==> config.mk <==
export PLATFORM = sky130hd
export DESIGN_NAME = pc_unit_flat
export DESIGN_NICKNAME = d
export VERILOG_FILES = /design/src/rtl/pc_pkg.sv /design/src/rtl/pc_if.sv /design/src/rtl/pc_redirect_buf.sv /design/src/rtl/pc_unit.sv /design/src/flat_wrapper.sv
export SDC_FILE = /design/constraint.sdc
export NUM_CORES = 1
export LEC_CHECK = 0
export ABC_AREA = 1
export BUFFER_PORTS_ARGS = -buffer_cell sky130_fd_sc_hd__buf_2
export CORE_MARGIN = 5
export CORE_UTILIZATION = 40
export DETAILED_ROUTE_END_ITERATION = 7
export SLEW_MARGIN = 5
export SYNTH_ARGS = -nofsm -noshare
export SYNTH_HDL_FRONTEND = slang
export SYNTH_SLANG_ARGS = --single-unit
==> constraint.sdc <==
create_clock -name clk -period 3 [get_ports clk]
set_clock_uncertainty 0.2 [all_clocks]
set_input_delay 0.45 -clock clk [delete_from_list [all_inputs] [get_ports clk]]
set_output_delay 0.45 -clock clk [all_outputs]
set_load 0.005 [all_outputs]
==> src/rtl/pc_pkg.sv <==
// Shared types and constants for the instruction-fetch program counter.
// The compressed-mode mask is used only when PC_CALIGN_EN is defined.
package pc_pkg;

  typedef enum logic [1:0] {
    BOOT = 2'd0,
    RUN  = 2'd1,
    HELD = 2'd2
  } pc_state_t;

  // One decision per cycle, already resolved in priority order
  typedef enum logic [2:0] {
    ACT_BOOT     = 3'd0,
    ACT_TRAP     = 3'd1,
    ACT_MISALIGN = 3'd2,
    ACT_REDIRECT = 3'd3,
    ACT_CAPTURE  = 3'd4,
    ACT_PENDING  = 3'd5,
    ACT_HOLD     = 3'd6,
    ACT_INC      = 3'd7
  } pc_action_t;

  localparam logic [31:0] DEF_RESET_VECTOR      = 32'h0000_0000;
  localparam logic [31:0] DEF_TRAP_VECTOR       = 32'h0000_0100;
  localparam logic [1:0]  ALIGN_MASK_NORMAL     = 2'b11;
  localparam logic [1:0]  ALIGN_MASK_COMPRESSED = 2'b01;

endpackage

==> src/rtl/pc_if.sv <==
// Fetch-stage PC bus: execute/hazard-unit inputs and PC outputs toward instruction memory.
// With PC_CALIGN_EN defined the bus also carries is_compressed.
interface pc_if #(
  parameter int unsigned XLEN = 32
);
`ifdef PC_CALIGN_EN
  logic            is_compressed;
`endif
  logic            stall;
  logic            redirect_valid;
  logic [XLEN-1:0] redirect_target;
  logic            trap_valid;
  logic [XLEN-1:0] pc;
  logic            pc_valid;
  logic            redirect_taken;
  logic            misalign;
  logic [XLEN-1:0] bad_addr;

  modport master (
`ifdef PC_CALIGN_EN
    output is_compressed,
`endif
    output stall, redirect_valid, redirect_target, trap_valid,
    input  pc, pc_valid, redirect_taken, misalign, bad_addr
  );

  modport slave (
`ifdef PC_CALIGN_EN
    input  is_compressed,
`endif
    input  stall, redirect_valid, redirect_target, trap_valid,
    output pc, pc_valid, redirect_taken, misalign, bad_addr
  );
endinterface

==> src/rtl/pc_redirect_buf.sv <==
// Single-entry buffer for a redirect that arrived while fetch was stalled.
// Clear (superseded) and consume (applied) both drop the entry; clearing wins over capture.
module pc_redirect_buf #(
  parameter int unsigned XLEN = 32
) (
  input  logic            clk,
  input  logic            rst,
  input  logic            capture,
  input  logic            clear,
  input  logic            consume,
  input  logic [XLEN-1:0] target_in,
  output logic            pend_valid,
  output logic [XLEN-1:0] pend_target
);

  logic            valid_r;
  logic [XLEN-1:0] target_r;

  // Pending entry register; a later capture overwrites an earlier one
  always_ff @(posedge clk) begin
    if (rst) begin
      valid_r  <= 1'b0;
      target_r <= '0;
    end else if (clear || consume) begin
      valid_r  <= 1'b0;
      target_r <= target_r;
    end else if (capture) begin
      valid_r  <= 1'b1;
      target_r <= target_in;
    end else begin
      valid_r  <= valid_r;
      target_r <= target_r;
    end
  end

  assign pend_valid  = valid_r;
  assign pend_target = target_r;

endmodule

==> src/rtl/pc_unit.sv <==
// Program counter for instruction fetch: sequential advance, stall, buffered redirects, trap vectoring.
// Define PC_CALIGN_EN for compressed-instruction support (2-byte step, halfword alignment).
module pc_unit
  import pc_pkg::*;
#(
  parameter int unsigned     XLEN         = 32,
  parameter logic [XLEN-1:0] RESET_VECTOR = XLEN'(DEF_RESET_VECTOR),
  parameter logic [XLEN-1:0] TRAP_VECTOR  = XLEN'(DEF_TRAP_VECTOR),
  parameter int unsigned     INC          = 4
) (
  input logic clk,
  input logic rst,
  pc_if.slave bus
);

  pc_state_t       state_r;
  logic [XLEN-1:0] pc_r;
  logic            pc_valid_r;
  logic            redirect_taken_r;
  logic            misalign_r;
  logic [XLEN-1:0] bad_addr_r;

  pc_action_t      act_s;
  logic            misaligned_s;
  logic [XLEN-1:0] inc_s;
  logic            pend_valid_s;
  logic [XLEN-1:0] pend_target_s;
  logic            capture_s;
  logic            clear_s;
  logic            consume_s;

`ifdef PC_CALIGN_EN
  assign misaligned_s = |(bus.redirect_target[1:0] & ALIGN_MASK_COMPRESSED);

  // Compressed instructions advance by a halfword
  always_comb begin
    if (bus.is_compressed) begin
      inc_s = XLEN'(32'd2);
    end else begin
      inc_s = XLEN'(INC);
    end
  end
`else
  assign misaligned_s = |(bus.redirect_target[1:0] & ALIGN_MASK_NORMAL);
  assign inc_s        = XLEN'(INC);
`endif

  // Resolve this cycle's action; order of the chain is the priority order
  always_comb begin
    act_s = ACT_HOLD;
    if (state_r == BOOT) begin
      act_s = ACT_BOOT;
    end else if (bus.trap_valid) begin
      act_s = ACT_TRAP;
    end else if (bus.redirect_valid && misaligned_s) begin
      act_s = ACT_MISALIGN;
    end else if (bus.redirect_valid && !bus.stall) begin
      act_s = ACT_REDIRECT;
    end else if (bus.redirect_valid) begin
      act_s = ACT_CAPTURE;
    end else if (pend_valid_s && !bus.stall) begin
      act_s = ACT_PENDING;
    end else if (bus.stall) begin
      act_s = ACT_HOLD;
    end else begin
      act_s = ACT_INC;
    end
  end

  assign capture_s = (act_s == ACT_CAPTURE);
  assign consume_s = (act_s == ACT_PENDING);
  assign clear_s   = (act_s == ACT_TRAP) || (act_s == ACT_MISALIGN) || (act_s == ACT_REDIRECT);

  pc_redirect_buf #(.XLEN(XLEN)) u_redirect_buf (
    .clk         (clk),
    .rst         (rst),
    .capture     (capture_s),
    .clear       (clear_s),
    .consume     (consume_s),
    .target_in   (bus.redirect_target),
    .pend_valid  (pend_valid_s),
    .pend_target (pend_target_s)
  );

  // PC state machine with registered outputs; flush pulses default low every cycle
  always_ff @(posedge clk) begin
    if (rst) begin
      state_r          <= BOOT;
      pc_r             <= RESET_VECTOR;
      pc_valid_r       <= 1'b0;
      redirect_taken_r <= 1'b0;
      misalign_r       <= 1'b0;
      bad_addr_r       <= '0;
    end else begin
      redirect_taken_r <= 1'b0;
      misalign_r       <= 1'b0;
      case (act_s)
        ACT_BOOT: begin
          state_r    <= RUN;
          pc_valid_r <= 1'b1;
        end
        ACT_TRAP: begin
          state_r          <= RUN;
          pc_r             <= TRAP_VECTOR;
          redirect_taken_r <= 1'b1;
        end
        ACT_MISALIGN: begin
          state_r          <= RUN;
          pc_r             <= TRAP_VECTOR;
          redirect_taken_r <= 1'b1;
          misalign_r       <= 1'b1;
          bad_addr_r       <= bus.redirect_target;
        end
        ACT_REDIRECT: begin
          state_r          <= RUN;
          pc_r             <= bus.redirect_target;
          redirect_taken_r <= 1'b1;
        end
        ACT_CAPTURE: begin
          state_r <= HELD;
        end
        ACT_PENDING: begin
          state_r          <= RUN;
          pc_r             <= pend_target_s;
          redirect_taken_r <= 1'b1;
        end
        ACT_HOLD: begin
          state_r <= state_r;
        end
        ACT_INC: begin
          pc_r <= pc_r + inc_s;
        end
        default: begin
          state_r <= RUN;
        end
      endcase
    end
  end

  assign bus.pc             = pc_r;
  assign bus.pc_valid       = pc_valid_r;
  assign bus.redirect_taken = redirect_taken_r;
  assign bus.misalign       = misalign_r;
  assign bus.bad_addr       = bad_addr_r;

endmodule

==> src/flat_wrapper.sv <==
// flat-port wrapper written by rule: the top's interface ports become plain ports
module pc_unit_flat import pc_pkg::*;
#(
  parameter int unsigned     XLEN         = 32,
  parameter logic [XLEN-1:0] RESET_VECTOR = XLEN'(DEF_RESET_VECTOR),
  parameter logic [XLEN-1:0] TRAP_VECTOR  = XLEN'(DEF_TRAP_VECTOR),
  parameter int unsigned     INC          = 4
)
  (clk, rst, bus_stall, bus_redirect_valid, bus_redirect_target, bus_trap_valid, bus_pc, bus_pc_valid, bus_redirect_taken, bus_misalign, bus_bad_addr);
  pc_if #(.XLEN(XLEN)) bus_i ();
  input logic clk;
  input logic rst;
  input wire logic [$bits(bus_i.stall)-1:0] bus_stall;
  input wire logic [$bits(bus_i.redirect_valid)-1:0] bus_redirect_valid;
  input wire logic [$bits(bus_i.redirect_target)-1:0] bus_redirect_target;
  input wire logic [$bits(bus_i.trap_valid)-1:0] bus_trap_valid;
  output wire logic [$bits(bus_i.pc)-1:0] bus_pc;
  output wire logic [$bits(bus_i.pc_valid)-1:0] bus_pc_valid;
  output wire logic [$bits(bus_i.redirect_taken)-1:0] bus_redirect_taken;
  output wire logic [$bits(bus_i.misalign)-1:0] bus_misalign;
  output wire logic [$bits(bus_i.bad_addr)-1:0] bus_bad_addr;
  assign bus_i.stall = bus_stall;
  assign bus_i.redirect_valid = bus_redirect_valid;
  assign bus_i.redirect_target = bus_redirect_target;
  assign bus_i.trap_valid = bus_trap_valid;
  assign bus_pc = bus_i.pc;
  assign bus_pc_valid = bus_i.pc_valid;
  assign bus_redirect_taken = bus_i.redirect_taken;
  assign bus_misalign = bus_i.misalign;
  assign bus_bad_addr = bus_i.bad_addr;
  pc_unit #(.XLEN(XLEN), .RESET_VECTOR(RESET_VECTOR), .TRAP_VECTOR(TRAP_VECTOR), .INC(INC)) u_core (.clk(clk), .rst(rst), .bus(bus_i));
endmodule
==> results.json <==
{
  "final_layout_size_suffix_gt1_share_pct": 16.5,
  "pre_cts_ws_ps": 615,
  "p_leak_uw": 0.00277,
  "h-tree-depth": 3,
  "cp_max_fo": 6,
  "synth_edf_count": 0,
  "die-area_mm2": 0.0148,
  "switchingPower_uw": 699,
  "via_per_inst": 4.92,
  "final_cell_mix": "158 x nor2_1, 155 x nand2_1, 103 x buf_2",
  "first_iter_violations": 296,
  "ant_nets": 0,
  "register_area_mm2": 0.00204,
  "p_seq_share_pct": 49.7,
  "switching_share_pct": 24.3,
  "ys.flop_type": "dfxtp_1",
  "setup_viol": 0,
  "wl_um": 14100,
  "start_util_pct": 41.1,
  "layout_min_cycle_time_ps": 2160,
  "async_reset_ff_share_pct": 0,
  "coreArea_mm2": 0.0121,
  "regToRegSetupSlack_ps": 840,
  "clkSinkCount": 102,
  "vias": 5073,
  "grt_use_total_pct": 19.6,
  "dpl_cell_area_mm2": 0.00558,
  "hold_path.class": "input port to flip-flop",
  "rsz0062_at_grt": "false",
  "yosysWarnings": 0,
  "p_comb_share_pct": 8.2,
  "area_growth_pct": 18.2,
  "powerDensity_mw_per_mm2": 488,
  "crit_path_end_kind": "flip-flop",
  "route.detailed.drc": 0,
  "drv_slew": 0,
  "gp_congestion": 0.945,
  "layout_commonest_cell": "nor2_1",
  "grt_first_pass_wirelength_um": 23400,
  "synth-seq-area-share_pct": 41.0,
  "firstDrtPassIters": 5,
  "synth_cells": 774,
  "worstRegToRegCells": 10,
  "required_ps": 3060,
  "finalSetupTns_ps": 0,
  "grt_max_degree": 80,
  "ios": 104,
  "cts_root_buf": "clkbuf_16",
  "startpoint_type": "flip-flop",
  "intPower_uw": 2180,
  "synth_fp_nets": 812,
  "antenna_found_initial": 0,
  "slew-limit-headroom_pct": 51.1,
  "cts_setup_buffers": 0,
  "path_clk_slew_ps": 70,
  "worstMarginPinSlew_ps": 732,
  "num_rows": 40,
  "diodes": 0,
  "r2r_end": "u_core.bus.pc[10]$_SDFFE_PP0P_",
  "outcome": "finished clean",
  "syn_avg_cell_area_um2": 6.44,
  "multi_input_area_mm2": 0.00244,
  "fin_crit_sh_pct": 71.9,
  "arrival_ps": 2220,
  "insertion_delay_ps": 360,
  "cts_buffer_depth": 2,
  "final_area_mm2": 0.00589,
  "finalHoldViolCount": 0,
  "grt_pass1_vias": 4870,
  "die_h_um": 122,
  "fin_nets": 897,
  "cts-resized-gates": 0,
  "cts_made_buffers": 9,
  "fill_cells": 1327,
  "cp-startpoint": "u_core.bus.pc[2]$_SDFFE_PP0P_",
  "maxCapViolations": 0,
  "ys_ff_latch": 102,
  "ir_drop_mv": 0.353,
  "fmax_mhz": 463,
  "synthesis.area_mm2": 0.00498,
  "r2r_start": "u_core.bus.pc[2]$_SDFFE_PP0P_",
  "finish.utilization_pct": 48.6,
  "crit_end": "u_core.bus.pc[10]$_SDFFE_PP0P_",
  "path_class": "flip-flop to flip-flop",
  "die_w_um": 122,
  "hpwl_um": 10500,
  "grt_overflow_total": 0,
  "wl_per_cell_um": 13.7,
  "worst_slack_ps": 842,
  "clkPwrFrac_pct": 42.1,
  "postCtsHoldBufs": 0,
  "synth.distinct_cells": 27,
  "port_buffers": 103,
  "cts_tree": "yes"
}
[flip-flops by register name, summed over array words and instances (netlist names)]
| signal | cells |
|---|---|
| u_core.u_redirect_buf.pend_valid | 1 |
| u_core.bus.redirect_taken | 1 |
| u_core.state_r | 2 |
| u_core.bus.misalign | 1 |
| u_core.u_redirect_buf.pend_target | 32 |
| u_core.bus.bad_addr | 32 |
| u_core.bus.pc | 32 |
| u_core.bus.pc_valid | 1 |
[metrics by stage]
stage,hold WS [ps],instances,power (uW)
after global routing,173,1031,3000
final,158,1031,2880
after global placement,228,1016,1690
after CTS,145,1031,2900
after detailed placement,229,1016,1700
after floorplan,219,774,1600
[how the worst min path moves through the flow]
stage | end | startpoint | cells after the start | slack [ps]
finish | u_core.bus.bad_addr[10]$_SDFFE_PP0P_ | bus_redirect_target[10] | 3 | 160
global route | u_core.bus.bad_addr[18]$_SDFFE_PP0P_ | bus_redirect_target[18] | 3 | 170
CTS | u_core.bus.bad_addr[13]$_SDFFE_PP0P_ | bus_redirect_target[13] | 3 | 150
floorplan | u_core.u_redirect_buf.pend_target[0]$_SDFFE_PP0P_ | u_core.u_redirect_buf.pend_target[0]$_SDFFE_PP0P_ | 2 | 220
global placement | u_core.u_redirect_buf.pend_target[0]$_SDFFE_PP0P_ | u_core.u_redirect_buf.pend_target[0]$_SDFFE_PP0P_ | 2 | 230
detailed placement | u_core.u_redirect_buf.pend_target[1]$_SDFFE_PP0P_ | u_core.u_redirect_buf.pend_target[1]$_SDFFE_PP0P_ | 2 | 230
[worst max-delay path: stages, from the launching register on]
cell and delay [ps]:
dfxtp_1 440, ha_1 250, nand3_1 220, inv_1 180, nand2_1 160, inv_1 180
nand2_1 80, nand3_1 90, nand3_1 80, o21ai_1 130, inv_1 50
[cell families after synthesis]
family                   synth area share [%]
flip-flops                               41.0
buffers and inverters                    10.0
adder cells (fa/ha/maj)                 0.251
AO/OA/AOI/OAI                            13.6
AND/OR/NAND/NOR                          34.8
XOR/XNOR                                0.352
[layout make-up]
cell class / instances / area share, %
Multi-Input combinational cell: 553 / 41.4
Sequential cell: 102 / 34.7
Timing Repair Buffer: 109 / 9.73
Inverter: 84 / 5.35
Clock buffer: 11 / 4.29
Tap cell: 168 / 3.57
Clock inverter: 4 / 0.935
[power groups by stage]
stage	clock (uW)	combinational (uW)	sequential, uW
after floorplan	0	141	1460
after global placement	0	234	1460
after detailed placement	0	240	1460
after CTS	1230	241	1430
after global routing	1290	272	1440
final	1210	237	1430
[synth_stat cells (3+ instances only)]
| master | number | area, um2 |
|---|---|---|
| a21oi_1 | 51 | 255 |
| buf_2 | 10 | 50.1 |
| buf_4 | 7 | 52.6 |
| clkbuf_1 | 16 | 60.1 |
| dfxtp_1 | 102 | 2040 |
| inv_1 | 78 | 293 |
| inv_2 | 6 | 22.5 |
| nand2_1 | 155 | 582 |
| nand2_2 | 4 | 25.0 |
| nand3_1 | 90 | 450 |
| nand4_1 | 3 | 18.8 |
| nor2_1 | 158 | 593 |
| o21ai_0 | 65 | 325 |
| o21ai_1 | 12 | 60.1 |
[metal layers]
layer	vias to the layer above	wire [um]	part of all wire [%]	global-route usage (%)
li1	2627	-	-	-
met1	2311	6340	45	24.8
met2	118	6640	47	33.2
met3	17	903	6.4	4.74
met4	0	218	1.5	5.67
met5	-	0	0	0
(Power assumes the default switching activity.)
